===== src/rtl/rx_frame_aligner_pkg.sv =====
// Shared constants and types for the receive frame aligner.
package rx_frame_aligner_pkg;

   localparam int PKT_W        = 8;
   localparam int SYNC_W       = 8;
   localparam logic [SYNC_W-1:0] SYNC_WORD = 8'hA5;
   localparam int PAYLOAD_PKTS = 4;
   localparam int LOCK_CNT     = 3;
   localparam int UNLOCK_CNT   = 2;

   localparam int PAYLOAD_BITS = PAYLOAD_PKTS * PKT_W;
   localparam int FRAME_LEN    = SYNC_W + PAYLOAD_BITS;
   localparam int POS_W        = $clog2(FRAME_LEN);
   localparam int FILL_W       = $clog2(SYNC_W);
   // History depth: enough past bits to form either a sync or a packet word with the live bit.
   localparam int SR_W         = ((SYNC_W > PKT_W) ? SYNC_W : PKT_W) - 1;

   typedef logic [PKT_W-1:0] packet_t;

   typedef enum logic [1:0] {
      HUNT   = 2'd0,
      VERIFY = 2'd1,
      LOCKED = 2'd2
   } rx_state_t;

   // True when the bit at frame index pos is the last bit of a payload packet.
   function automatic logic is_pkt_end(input logic [POS_W-1:0] pos);
      return (int'(pos) < PAYLOAD_BITS) && ((int'(pos) % PKT_W) == PKT_W - 1);
   endfunction

endpackage


===== src/rtl/rx_lock_fsm.sv =====
// Alignment state machine: hunt, verify over consecutive frames, hold lock until repeated misses.
module rx_lock_fsm
   import rx_frame_aligner_pkg::*;
(
   input  logic      clk,
   input  logic      rst,
   input  logic      boundary,
   input  logic      match,
   output rx_state_t state,
   output logic      locked,
   output logic      frame_start,
   output logic      sync_err
);

   localparam int MCNT_W = $clog2(LOCK_CNT + 1);
   localparam int XCNT_W = $clog2(UNLOCK_CNT + 1);

   rx_state_t         state_q, state_d;
   logic [MCNT_W-1:0] match_cnt_q, match_cnt_d;
   logic [XCNT_W-1:0] miss_cnt_q, miss_cnt_d;
   logic              frame_start_q, frame_start_d;
   logic              sync_err_q, sync_err_d;

   // State, counters and pulse registers.
   always_ff @(posedge clk) begin
      if (rst) begin
         state_q       <= HUNT;
         match_cnt_q   <= '0;
         miss_cnt_q    <= '0;
         frame_start_q <= 1'b0;
         sync_err_q    <= 1'b0;
      end else begin
         state_q       <= state_d;
         match_cnt_q   <= match_cnt_d;
         miss_cnt_q    <= miss_cnt_d;
         frame_start_q <= frame_start_d;
         sync_err_q    <= sync_err_d;
      end
   end

   // Next state: decisions are only taken on a sync boundary strobe.
   always_comb begin
      state_d       = state_q;
      match_cnt_d   = match_cnt_q;
      miss_cnt_d    = miss_cnt_q;
      frame_start_d = 1'b0;
      sync_err_d    = 1'b0;
      case (state_q)
         HUNT: begin
            if (boundary && match) begin
               match_cnt_d = MCNT_W'(1);
               if (LOCK_CNT == 1) begin
                  state_d       = LOCKED;
                  frame_start_d = 1'b1;
                  miss_cnt_d    = '0;
               end else begin
                  state_d = VERIFY;
               end
            end
         end
         VERIFY: begin
            if (boundary) begin
               if (match) begin
                  match_cnt_d = match_cnt_q + 1'b1;
                  if (match_cnt_q == MCNT_W'(LOCK_CNT - 1)) begin
                     state_d       = LOCKED;
                     frame_start_d = 1'b1;
                     miss_cnt_d    = '0;
                  end
               end else begin
                  // The missing bit is already in the history, so hunting restarts without refill.
                  state_d     = HUNT;
                  match_cnt_d = '0;
               end
            end
         end
         LOCKED: begin
            if (boundary) begin
               if (match) begin
                  frame_start_d = 1'b1;
                  miss_cnt_d    = '0;
               end else begin
                  sync_err_d = 1'b1;
                  if (miss_cnt_q == XCNT_W'(UNLOCK_CNT - 1)) begin
                     state_d     = HUNT;
                     miss_cnt_d  = '0;
                     match_cnt_d = '0;
                  end else begin
                     miss_cnt_d = miss_cnt_q + 1'b1;
                  end
               end
            end
         end
         default: state_d = HUNT;
      endcase
   end

   assign state       = state_q;
   assign locked      = (state_q == LOCKED);
   assign frame_start = frame_start_q;
   assign sync_err    = sync_err_q;

endmodule


===== src/rtl/rx_frame_aligner.sv =====
// Serial receive frame aligner: finds the sync word, confirms lock and emits aligned payload packets.
module rx_frame_aligner
   import rx_frame_aligner_pkg::*;
(
   input  logic    clk,
   input  logic    rst,
   input  logic    din,
   output packet_t pkt_data,
   output logic    pkt_valid,
   output logic    frame_start,
   output logic    locked,
   output logic    sync_err
);

   logic [SR_W-1:0]   sr_q, sr_d;
   logic [POS_W-1:0]  pos_q, pos_d;
   logic [FILL_W-1:0] fill_q, fill_d;
   packet_t           pkt_data_q, pkt_data_d;
   logic              pkt_valid_q, pkt_valid_d;

   logic [SYNC_W-1:0] sync_cand;
   packet_t           pkt_cand;
   logic              fill_done;
   logic              at_frame_end;
   logic              boundary;
   logic              match;
   rx_state_t         state;

   rx_lock_fsm u_lock_fsm (
      .clk         (clk),
      .rst         (rst),
      .boundary    (boundary),
      .match       (match),
      .state       (state),
      .locked      (locked),
      .frame_start (frame_start),
      .sync_err    (sync_err)
   );

   // Bit history, frame position, fill progress and packet output registers.
   always_ff @(posedge clk) begin
      if (rst) begin
         sr_q        <= '0;
         pos_q       <= '0;
         fill_q      <= '0;
         pkt_data_q  <= '0;
         pkt_valid_q <= 1'b0;
      end else begin
         sr_q        <= sr_d;
         pos_q       <= pos_d;
         fill_q      <= fill_d;
         pkt_data_q  <= pkt_data_d;
         pkt_valid_q <= pkt_valid_d;
      end
   end

   // Candidate words include the live bit; in HUNT every cycle after fill is a potential boundary.
   always_comb begin
      sync_cand    = {sr_q[SYNC_W-2:0], din};
      pkt_cand     = {sr_q[PKT_W-2:0], din};
      sr_d         = {sr_q[SR_W-2:0], din};
      fill_done    = (fill_q == FILL_W'(SYNC_W - 1));
      fill_d       = fill_done ? fill_q : fill_q + 1'b1;
      match        = (sync_cand == SYNC_WORD);
      at_frame_end = (pos_q == POS_W'(FRAME_LEN - 1));
      boundary     = (state == HUNT) ? fill_done : at_frame_end;

      if (state == HUNT || at_frame_end) begin
         pos_d = '0;
      end else begin
         pos_d = pos_q + 1'b1;
      end

      pkt_data_d  = pkt_data_q;
      pkt_valid_d = 1'b0;
      if (state == LOCKED && is_pkt_end(pos_q)) begin
         pkt_data_d  = pkt_cand;
         pkt_valid_d = 1'b1;
      end
   end

   assign pkt_data  = pkt_data_q;
   assign pkt_valid = pkt_valid_q;

endmodule


===== config.mk =====
export PLATFORM = sky130hd
export DESIGN_NAME = rx_frame_aligner
export DESIGN_NICKNAME = d
export VERILOG_FILES = /design/src/rtl/rx_frame_aligner_pkg.sv /design/src/rtl/rx_lock_fsm.sv /design/src/rtl/rx_frame_aligner.sv
export SDC_FILE = /design/constraint.sdc
export NUM_CORES = 1
export LEC_CHECK = 0
export BUFFER_PORTS_ARGS = -buffer_cell sky130_fd_sc_hd__buf_2
export CORE_AREA = 2 2 56 58
export DETAILED_ROUTE_END_ITERATION = 7
export DIE_AREA = 0 0 58 60
export HOLD_SLACK_MARGIN = 0.1
export PLACE_DENSITY = 0.79
export SKIP_LAST_GASP = 1
export SYNTH_ARGS = -nofsm -noshare
export SYNTH_HDL_FRONTEND = slang
export SYNTH_HIERARCHICAL = 1
export SYNTH_SLANG_ARGS = --single-unit
export TNS_END_PERCENT = 50

===== constraint.sdc =====
create_clock -name clk -period 2.3 [get_ports clk]
set_input_delay 0.345 -clock clk [delete_from_list [all_inputs] [get_ports clk]]
set_output_delay 0.345 -clock clk [all_outputs]
set_load 0.02 [all_outputs]

==> summary.txt, run 1 <==
Setup path
  – Cells on worst reg2reg path: 6
  – Critical-path cell list: inv_1 -> ha_1 -> or3b_1 -> nand3_2 -> a21oi_1 -> a311oi_2
  – Required @ worst endpoint: 2560 ps
  – Crit path max fanout: 11
  – CP max-delay cell: dfxtp_1
  – Top delay family on crit path: simple AND/OR/NAND/NOR gates
  – Largest stage delay, worst path: 480 ps
  – Reg-to-reg critical path startpoint: u_lock_fsm/state[0]
  – R2R setup slack: 370 ps
  – Critical Path Sink Type: flop
  – CP arrival: 2200 ps
  – WS Path Type: reg -> reg
  – WP buf/inv: 1
  – Worst r2r dst: u_lock_fsm/match_cnt_q[0]
  – Startpoint Class: flop

STA
  – Sum Neg Setup Slack: 0 ps
  – Final hold violations: 0
  – Slew of the pin with the lowest slew margin: 529 ps
  – Count of final max-slew check failures: 0
  – Final Hold Slack: 250 ps
  – Rel. slew slack: 64.7%
  – Fin crit period: 1930 ps
  – # setup viols final: 0
  – Worst Clk Skew: 7.33 ps
  – RSZ-0062 raised after global routing: false
  – Final worst path period share: 84.1%
  – Maximum clock frequency: 0.517 GHz

Finish
  – Final nets: 183
  – Diode count: 0
  – # fillers: 271
  – Share of layout cells above drive strength 1: 19.3%
  – Area growth from synthesis to layout: 8.70%

Routing
  – Drt first-iter violations: 26
  – Antenna Nets Post-Route: 0
  – Pre-Repair DR Iteration Count: 4
  – Vias: 1,093
  – DR vias/cell: 5.36
  – DR DRC count: 0
  – Routed wire per std cell: 12.7 um
  – Detailed Route WL: 2.58 mm

Yosys
  – Unique masters post-synth: 40
  – Flops & latches, synth: 33
  – Syn Area/Cell: 9.65 um2
  – Yosys warns: 6
  – Seq/Total Area, Yosys: 44.2%
  – Net Count, Synth: 168
  – Mapped Cells: 155
  – Synth Cell Area: 1500 um2

Pwr
  – Leak Pwr: 0.000624 uW
  – Reg power frac: 63.7%
  – Int Power: 705 uW
  – Clock network power share: 33.5%
  – Pwr per Cell Area: 563 nW/um2
  – Maximum VDD drop: 0.376 mV
  – Combinational fraction of design power: 2.7%
  – Sw frac: 23.0%
  – Psw: 210 uW

Placed design
  – DP Wirelength: 1.85 mm
  – GPL Wtd Cong: 0.786
  – # port buffers: 14

Clock tree
  – CTS tree: yes
  – Clock Pin Slew Worst Setup and Hold Paths: 100 ps
  – CTS Root Cell: clkbuf_4
  – Post-CTS sizing: 0
  – Clock sinks: 33
  – CTS max path bufs: 2
  – TritonCTS buffer count: 5
  – Clock latency on the worst-skew pair: 350 ps
  – Post-CTS Setup Bufs: 0
  – Hold-fix buffers at CTS: 0
  – CTS HTree Levels: 2

GRT
  – Total GRT Usage: 17.5%
  – Vias in the first global route: 1,007
  – Global route total overflow: 0
  – Largest net degree at the start of global routing: 33
  – Initial antenna violation count: 0
  – First-pass GRT wire length: 4.46 mm

Min path
  – HP Class: in -> reg
  – Min-delay src: din
  – WHS Path Cells: 2
  – Hold EP: sr_q[0]

Floorplanning
  – Die width: 58 um
  – I/O Pins: 15
  – Core area: 2900 um2
  – Die Ht: 60 um
  – Die area: 3480 um2
  – Initial Util: 51.5%
  – Cell row count: 20

Outcome
  – Status: finished, final reports clean

Flow run
  – Max_cap viols: 0
-- area by class of cell --
type	instances	area, um2	share of cell area (%)
clock inverters	2	10.0	0.616
multi-input cells	109	772	47.5
well taps	33	41.3	2.54
flip-flops and latches	33	661	40.6
clock buffers	6	41.3	2.54
inverters	6	22.5	1.39
repair buffers	15	77.6	4.77
-- placed cells by master (no fill, tap or decap), types with 2 or more instances in the layout --
| master | Yosys | final |
|---|---|---|
| nor2b_1 | 8 | 8 |
| dfxtp_1 | 33 | 33 |
| nand2_1 | 18 | 18 |
| ha_1 | 10 | 10 |
| nand3_2 | 2 | 2 |
| inv_1 | 6 | 6 |
| buf_2 | 2 | 14 |
| xor2_1 | 3 | 3 |
| mux2i_1 | 6 | 6 |
| nand4b_1 | 5 | 5 |
| nor2_1 | 14 | 14 |
| clkinv_2 | 0 | 2 |
| nor3_1 | 2 | 2 |
| clkbuf_4 | 0 | 5 |
| nand4bb_1 | 2 | 2 |
| a21oi_1 | 9 | 9 |
| nand2b_1 | 7 | 7 |
| nor3b_1 | 2 | 2 |
-- power groups by stage --
stage | Sequential, uW | Combinational (uW) | Clock [uW]
final | 584 | 25.1 | 307
after global routing | 585 | 29.0 | 334
after CTS | 584 | 25.7 | 317
after detailed placement | 597 | 25.6 | 0
after global placement | 596 | 23.5 | 0
after floorplan | 595 | 19.6 | 0
-- worst max path at each step --
stage | cells past startpoint | slack [ps] | startpoint | end
2_1_floorplan | 7 | 470 | u_lock_fsm/state[0] | u_lock_fsm/match_cnt_q[0]
3_5_place_dp | 8 | 410 | pos_q[0] | u_lock_fsm/state[1]
3_3_place_gp | 6 | 460 | u_lock_fsm/state[0] | u_lock_fsm/match_cnt_q[0]
5_1_grt | 8 | 220 | pos_q[0] | u_lock_fsm/state[1]
6_report | 6 | 370 | u_lock_fsm/state[0] | u_lock_fsm/match_cnt_q[0]
4_1_cts | 6 | 360 | u_lock_fsm/state[0] | u_lock_fsm/match_cnt_q[0]
-- stage by stage --
step                setup slack, ps  util [%]  cell area (um2)  std cells  total power (uW)
floorplan                       472         -             1500        155               615
global placement                457      54.2             1570        196               620
detailed placement              407      54.2             1570        196               623
CTS                             364      56.0             1630        204               926
global route                    215      56.0             1630        204               948
finish                          366      56.0             1630        204               916
-- cell usage after synthesis, drive strengths merged --
cell type  number  area [um2]
dfxtp          33         661
nand2          19        73.8
nor2           14        52.6
a21oi          11        70.1
ha             10         125
nor2b           8        50.1
nand2b          7        43.8
inv             6        22.5
mux2i           6        60.1
nand4b          5        43.8
buf             4        28.8
clkbuf          3        11.3
nand3           3        25.0
xor2            3        26.3
nand4bb         2        22.5
nor3            2        10.0
nor3b           2        15.0
o21ai           2        13.8
a211o           1        10.0
a21o            1        7.51
a311oi          1        15.0
a31oi           1        6.26
and4bb          1        12.5
nand3b          1        7.51
nor4            1        6.26
nor4bb          1        10.0
o2111a          1        11.3
o2111ai         1        8.76
o21ba           1        10.0
o21bai          1        7.51
o31ai           1        12.5
or3             1        6.26
or3b            1        8.76
-- flip-flops by register name (all words and copies together) (netlist names) --
name,count
pkt_data,8
sr_q,7
u_lock_fsm/match_cnt_q,2
pos_q,6
u_lock_fsm/state,2
fill_q,3
pkt_valid,1
u_lock_fsm/frame_start,1
u_lock_fsm/sync_err,1
u_lock_fsm/miss_cnt_q,2
-- routing by layer --
layer / global-route usage (%) / up-vias / routed length (um)
met5: 0 / - / 0
met4: 8.97 / 0 / 55
met3: 5.84 / 5 / 91
met2: 28.9 / 11 / 1280
met1: 20.2 / 515 / 1160
li1: - / 562 / -
-- logic make-up (layout without fill, tap and decap cells) --
kind of cell / count (synthesis) / after routing / synth area share (%)
buf+inv: 13 / 29 / 4.18
fa+ha+maj: 10 / 10 / 8.37
simple gates: 68 / 68 / 25.9
compound gates: 22 / 22 / 11.5
xor+xnor: 3 / 3 / 1.76
mux: 6 / 6 / 4.02
flops: 33 / 33 / 44.2
(Power assumes the default switching activity.)
==> run 2: changes to the inputs <==
--- a/config.mk
+++ b/config.mk
@@ -5,12 +5,13 @@
 export SDC_FILE = /design/constraint.sdc
 export NUM_CORES = 1
 export LEC_CHECK = 0
+export ABC_AREA = 1
 export BUFFER_PORTS_ARGS = -buffer_cell sky130_fd_sc_hd__buf_2
-export CORE_AREA = 2 2 56 58
+export CORE_AREA = 2 2 55 57
 export DETAILED_ROUTE_END_ITERATION = 7
-export DIE_AREA = 0 0 58 60
+export DIE_AREA = 0 0 57 59
 export HOLD_SLACK_MARGIN = 0.1
-export PLACE_DENSITY = 0.79
+export PLACE_DENSITY = 0.8
 export SKIP_LAST_GASP = 1
 export SYNTH_ARGS = -nofsm -noshare
 export SYNTH_HDL_FRONTEND = slang
==> constraint.sdc (replaced) <==
create_clock -name clk -period 1.8 [get_ports clk]
set_input_delay 0.27 -clock clk [delete_from_list [all_inputs] [get_ports clk]]
set_output_delay 0.27 -clock clk [all_outputs]
set_load 0.02 [all_outputs]
==> summary.txt, run 2 <==
Finish
  – # fillers: 250 (-7.7%)
  – Area growth from synthesis to layout: 15.1%
  – Final nets: 220 (+20%)
  – Fin util: 61.9% (+5.9 points)
  – Share of layout cells above drive strength 1: 22.1% (+2.8 points)
  – Diode count: 0 (unchanged)
  – Max reg flops: 8 (unchanged)
  – Most frequent cells in the layout: 48 x nor2_1, 33 x dfxtp_1, 22 x nand2_1
  – Most common cell after layout, fill and taps aside: nor2_1

Setup path
  – Reg-to-reg critical path startpoint: pos_q[0]
  – Crit path max fanout: 8 (-3)
  – Critical-path cell list: buf_4 -> inv_1 -> ha_1 -> buf_2
  – Cells on worst reg2reg path: 12 (+6)
  – Required @ worst endpoint: 1530 ps (-1030 ps)
  – CP arrival: 1450 ps (-750 ps)
  – WS Path Type: reg -> out
  – Largest stage delay, worst path: 350 ps (-130 ps)
  – Worst r2r dst: u_lock_fsm/state[0]
  – R2R setup slack: 150 ps (-220 ps)
  – Startpoint Class: flop
  – CP max-delay cell: ha_1
  – Critical Path Sink Type: primary output

STA
  – Maximum clock frequency: 0.582 GHz
  – Final worst path period share: 95.5%
  – Final hold violations: 0 (unchanged)
  – Worst Clk Skew: 14.3 ps (+7.01 ps)
  – Final worst slack: 81.4 ps (-285 ps)
  – Count of final max-slew check failures: 0 (unchanged)
  – Fin crit period: 1720 ps
  – RSZ-0062 raised after global routing: true
  – Rel. slew slack: 79.0% (+14 points)
  – # setup viols final: 0 (unchanged)
  – Slew of the pin with the lowest slew margin: 315 ps (-215 ps)
  – Sum Neg Setup Slack: 0 ps (unchanged)

Pwr
  – Pwr per Cell Area: 1100 nW/um2 (+95%)
  – Reg power frac: 43.4% (-20 points)
  – Int Power: 1290 uW (+83%)
  – Maximum VDD drop: 0.781 mV (+110%)
  – Psw: 557 uW (+170%)
  – Power, Total: 1850 uW (+100%)
  – Sw frac: 30.2% (+7.2 points)
  – Clock network power share: 31.1% (-2.4 points)
  – Leak Pwr: 0.000737 uW (+18%)
  – Combinational fraction of design power: 25.4% (+23 points)

Routing
  – Routed wire per std cell: 9.94 um (-22%)
  – Detailed Route WL: 2.38 mm (-8.0%)
  – DR vias/cell: 4.69 (-12%)
  – Pre-Repair DR Iteration Count: 4 (unchanged)
  – DR DRC count: 0 (unchanged)
  – Vias: 1,122 (+2.7%)
  – Drt first-iter violations: 17 (-35%)
  – Antenna Nets Post-Route: 0 (unchanged)

Yosys
  – Flops & latches, synth: 33 (unchanged)
  – Mapped Cells: 185 (+19%)
  – Cell taking the most area after synthesis: dfxtp_1
  – Post-synth top flop: dfxtp_1
  – Number of synthesized flops with an enable pin: 0 (unchanged)
  – Synth cell count leaders: 48 x nor2_1, 33 x dfxtp_1, 22 x nand2_1
  – Net Count, Synth: 198 (+18%)
  – Seq/Total Area, Yosys: 45.3% (+1.1 points)
  – Ys async rst share: 0% (unchanged)
  – Unique masters post-synth: 26 (-35%)
  – Yosys top cell area share: 45.3% (+1.1 points)
  – Area contributors post-synth: dfxtp_1 45%, nor2_1 12%, ha_1 8.6%
  – Synth Cell Area: 1460 um2 (-2.5%)
  – Yosys warns: 6 (unchanged)
  – Count leader, synth: nor2_1
  – Syn Area/Cell: 7.88 um2 (-18%)

Floorplanning
  – Die width: 57 um (-1.7%)
  – Die Ht: 59 um (-1.7%)
  – Die area: 3360 um2 (-3.4%)
  – Cell row count: 19 (-5.0%)
  – I/O Pins: 15 (unchanged)
  – Core area: 2710 um2 (-6.6%)
  – Initial Util: 53.8% (+2.3 points)

GRT
  – Met2 Usage GRT: 26.1% (-2.8 points)
  – Global Route met1 Usage: 17.7% (-2.5 points)
  – Global route total overflow: 0 (unchanged)
  – Largest net degree at the start of global routing: 13 (-61%)
  – Initial antenna violation count: 0 (unchanged)
  – Total GRT Usage: 15.7% (-1.8 points)
  – Vias in the first global route: 949 (-5.8%)
  – Met3 Track Usage GR: 5.24% (-0.60 points)
  – Busiest grt layer: met2
  – First-pass GRT wire length: 3.92 mm (-12%)

Placed design
  – Place WS: 10.2 ps (-396 ps)
  – DP Wirelength: 1.79 mm (-3.3%)
  – # port buffers: 14 (unchanged)
  – GPL Wtd Cong: 0.879 (+12%)

Min path
  – Min-delay src: din
  – HP Class: in -> reg
  – WHS Path Cells: 3 (+1)
  – Hold EP: sr_q[0]

Outcome
  – Status: finished, final reports clean

Clock tree
  – CTS HTree Levels: 2 (unchanged)
  – Clock sinks: 33 (unchanged)
  – CTS max path bufs: 2 (unchanged)
  – Post-CTS Setup Bufs: 0 (unchanged)
  – Clock Pin Slew Worst Setup and Hold Paths: 100 ps (about the same)
  – CTS Root Cell: clkbuf_4
  – CTS tree: yes
  – TritonCTS buffer count: 5 (unchanged)
  – Clock latency on the worst-skew pair: 330 ps (-20 ps)

Flow run
  – Max_cap viols: 0 (unchanged)
run 2: changes by cell type in the layout (fill, tap and decap cells not counted), moves of 3 or more:
cell / previous run / this run
nor2b_1: 8 / 0
a21oi_1: 9 / 2
o21ai_1: 0 / 3
nand2_2: 1 / 6
mux2i_1: 6 / 0
o21ai_0: 1 / 10
nand3_1: 1 / 5
nand4b_1: 5 / 0
nor2_2: 0 / 5
nand2b_1: 7 / 0
nor2_1: 14 / 48
inv_1: 6 / 20
nand2_1: 18 / 22
run 2: metal layers:
layer	routed length (um)	part of all wire, %
met5	0	0
met2	1060	45
met4	52	2.2
met3	119	5.0
met1	1140	48
run 2: cell type report:
| class | instances | area (um2) | area share [%] |
|---|---|---|---|
| clock buffer | 7 | 55.1 | 3.28 |
| clock inverter | 1 | 30.0 | 1.79 |
| inverter | 23 | 92.6 | 5.52 |
| multi-input combinational | 127 | 708 | 42.2 |
| sequential | 33 | 661 | 39.4 |
| tap | 31 | 38.8 | 2.31 |
| timing repair buffer | 17 | 92.6 | 5.52 |
run 2: timing repair:
item | 4_1_cts | 5_1_grt
pin swaps | 0 | 1
resized for setup | 1 | 2
hold buffers | 0 | 0
setup endpoints to repair | 1 | 5
run 2: power by group through the flow:
stage                     logic (uW)  registers (uW)  clock network [uW]
final                            470             802                 575
after global routing             524             810                 617
after CTS                        465             803                 595
after detailed placement         459             820                   0
after global placement           452             819                   0
after floorplan                  363             827                   0
run 2: worst max-delay path: cells and delay by family (launching register included):
kind       cells  cell delay [ps]
buf+inv        3              460
fa+ha+maj      1              350
flops          1              310
run 2: kinds of logic (layout without fill, tap and decap cells):
| kind of cell | Yosys count | count (layout) | share of synthesized area [%] |
|---|---|---|---|
| buffers and inverters | 25 | 48 | 7.21 |
| AOI/OAI and AO/OA | 18 | 18 | 6.70 |
| and+or+nand+nor | 97 | 97 | 31.0 |
| adders and majority gates | 10 | 10 | 8.58 |
| DFF | 33 | 33 | 45.3 |
| xor gates and xnor gates | 2 | 2 | 1.20 |
run 2: metrics by stage:
stage / hold slack [ps] / std cells / instance area [um2]
global placement: 428 / 231 / 1580
finish: 173 / 239 / 1680
global route: 177 / 239 / 1680
floorplan: 377 / 185 / 1460
detailed placement: 433 / 231 / 1580
CTS: 146 / 239 / 1670
run 2: how the worst max path moves through the flow:
stage,endpoint,depth (start not counted),start,slack [ps]
2_1_floorplan,u_lock_fsm/state[1],12,pos_q[0],170
3_3_place_gp,u_lock_fsm/state[1],12,pos_q[0],40
3_5_place_dp,u_lock_fsm/state[1],12,pos_q[0],10
4_1_cts,locked,4,u_lock_fsm/state[0],50
5_1_grt,locked,4,u_lock_fsm/state[0],-4
6_report,locked,4,u_lock_fsm/state[0],80
==> run 3: changes to the inputs <==
--- a/config.mk
+++ b/config.mk
@@ -5,11 +5,11 @@
 export SDC_FILE = /design/constraint.sdc
 export NUM_CORES = 1
 export LEC_CHECK = 0
-export ABC_AREA = 1
 export BUFFER_PORTS_ARGS = -buffer_cell sky130_fd_sc_hd__buf_2
-export CORE_AREA = 2 2 55 57
+export CAP_MARGIN = 15
+export CORE_AREA = 2 2 66 49
 export DETAILED_ROUTE_END_ITERATION = 7
-export DIE_AREA = 0 0 57 59
+export DIE_AREA = 0 0 68 51
 export HOLD_SLACK_MARGIN = 0.1
 export PLACE_DENSITY = 0.8
 export SKIP_LAST_GASP = 1
==> summary.txt, run 3 (synthesis results as in run 1) <==
Setup path
  – Crit path max fanout: 4 (-4)
  – WS Path Type: reg -> reg
  – CP arrival: 1970 ps (+520 ps)
  – Required @ worst endpoint: 2010 ps (+480 ps)
  – Startpoint Class: flop
  – Critical Path Sink Type: flop

Finish
  – Diode count: 0 (unchanged)
  – Most frequent cells in the layout: 29 x dfxtp_1, 19 x buf_4, 18 x nand2_1
  – Final nets: 204 (-7.3%)
  – Share of layout cells above drive strength 1: 34.9% (+13 points)
  – Most common cell after layout, fill and taps aside: dfxtp_1
  – # fillers: 235 (-6.0%)
  – Area growth from synthesis to layout: 28.5%
  – Max reg flops: 8 (unchanged)
  – Post-route insts no fill: 230 (-3.8%)

Placed design
  – DP Wirelength: 2.04 mm (+14%)
  – # port buffers: 14 (unchanged)
  – GPL Wtd Cong: 0.789 (-10%)
  – Cells after DPL: 210 (-9.1%)
  – Place WS: -36.6 ps (-46.8 ps)

Pwr
  – Reg power frac: 49.8% (+6.4 points)
  – Psw: 289 uW (-48%)
  – Maximum VDD drop: 0.483 mV (-38%)
  – Int Power: 1210 uW (-6.2%)
  – Leak Pwr: 0.000756 uW (+2.6%)
  – Clock network power share: 47.5% (+16 points)
  – Sw frac: 19.3% (-11 points)
  – Pwr per Cell Area: 781 nW/um2 (-29%)
  – Power, Total: 1500 uW (-19%)
  – Combinational fraction of design power: 2.7% (-23 points)

Clock tree
  – CTS HTree Levels: 2 (unchanged)
  – Hold-fix buffers at CTS: 0 (unchanged)
  – Clock latency on the worst-skew pair: 290 ps (-40 ps)
  – CTS tree: yes
  – TritonCTS buffer count: 5 (unchanged)
  – Clock sinks: 33 (unchanged)
  – CTS Root Cell: clkbuf_8
  – Clock Pin Slew Worst Setup and Hold Paths: 70 ps (-30 ps)
  – CTS max path bufs: 2 (unchanged)

GRT
  – First-pass GRT wire length: 4.97 mm (+27%)
  – Total GRT Usage: 19.7% (+3.9 points)
  – Global route total overflow: 0 (unchanged)
  – Vias in the first global route: 1,108 (+17%)
  – Largest net degree at the start of global routing: 19 (+6)
  – Initial antenna violation count: 0 (unchanged)

Routing
  – Max layer used: met4
  – Pre-Repair DR Iteration Count: 4 (unchanged)
  – Drt first-iter violations: 80 (+63)
  – Routed wire per std cell: 12.9 um (+29%)
  – DR DRC count: 0 (unchanged)
  – Detailed Route WL: 2.96 mm (+25%)
  – DR vias/cell: 5.10 (+8.7%)
  – WL met2: 1.37 mm (+29%)
  – Vias: 1,174 (+4.6%)
  – Met3 WL post-DR: 125 um (+5.0%)
  – Antenna Nets Post-Route: 0 (unchanged)
  – Wl on met1: 1.43 mm (+25%)

Floorplanning
  – I/O Pins: 15 (unchanged)
  – Die width: 68 um (+19%)
  – Initial Util: 50.9% (-2.8 points)
  – Die Ht: 51 um (-14%)
  – Cell row count: 17 (-2)
  – Die area: 3470 um2 (+3.1%)
  – Core area: 2940 um2 (+8.3%)

STA
  – RSZ-0062 raised after global routing: true
  – Fin crit period: 1770 ps (+47.1 ps)
  – Final worst path period share: 98.1% (+2.6 points)
  – # setup viols final: 0 (unchanged)
  – Final Hold Slack: 249 ps (+76.1 ps)
  – Final hold violations: 0 (unchanged)
  – Maximum clock frequency: 0.566 GHz (-2.7%)
  – Worst Clk Skew: 7.04 ps (-7.31 ps)
  – Final worst slack: 34.3 ps (-47.1 ps)
  – Slew of the pin with the lowest slew margin: 375 ps (+60.2 ps)
  – Rel. slew slack: 74.9% (-4.2 points)
  – Count of final max-slew check failures: 0 (unchanged)

Flow run
  – Max_cap viols: 0 (unchanged)

Outcome
  – Status: finished, final reports clean

Min path
  – HP Class: in -> reg
[run 3: cell count changes in the layout (fill, tap and decap cells not counted), sizes merged, moves of 7 or more]
| cell | previous run | this run |
|---|---|---|
| a21oi | 3 | 11 |
| buf | 17 | 36 |
| inv | 21 | 6 |
| nand2 | 28 | 19 |
| nand2b | 0 | 7 |
| nor2 | 54 | 14 |
| nor2b | 0 | 8 |
| o21ai | 13 | 2 |
[run 3: worst paths after layout]
kind	startpoint	to	slack [ps]	cells past startpoint
setup reg to reg	fill_q[0]	u_lock_fsm/match_cnt_q[1]	30	8
hold / removal	din	pkt_data[0]	250	3
setup / recovery	fill_q[0]	u_lock_fsm/match_cnt_q[1]	30	8
hold reg to reg	pkt_data[4]	pkt_data[4]	450	2
[run 3: area by class of cell]
cell class	count	area (um2)	area share, %
clock buffers	7	86.3	4.50
repair buffers	36	246	12.8
well taps	38	47.5	2.48
flip-flops and latches	33	666	34.7
multi-input cells	109	822	42.8
clock inverters	1	30.0	1.56
inverters	6	22.5	1.17
[run 3: stage by stage]
stage,utilization [%],cell area (um2),TNS [ps]
after global routing,65.4,1920,-29.9
final,65.4,1920,0
after global placement,56.2,1650,0
after detailed placement,56.2,1650,-72.1
after CTS,60.7,1780,-26.5
after floorplan,-,1500,0
[run 3: worst max-delay path: stages, from the launching register on]
cell	delay (ps)
dfxtp_2	320
ha_1	190
ha_2	190
a21o_4	240
buf_6	110
nand4bb_1	110
nand3_2	130
a211o_2	330
o31ai_2	50
[run 3: routing by layer]
layer | track usage (%) | vias up
li1 | - | 602
met1 | 26.0 | 550
met4 | 6.00 | 0
met3 | 8.59 | 4
met2 | 28.6 | 18
met5 | 0 | -
[run 3: power groups by stage]
stage	clock [uW]	sequential, uW	combinational (uW)
floorplan	0	761	25.0
global placement	0	762	32.4
detailed placement	0	762	35.6
CTS	726	746	36.4
global route	769	747	47.6
finish	713	746	40.7
[run 3: what timing repair did]
item                                    in CTS  in global routing
endpoints found under the setup margin       3                  4
setup buffers                                2                 10
gates resized for setup                      0                 16
pin swaps                                    0                  6
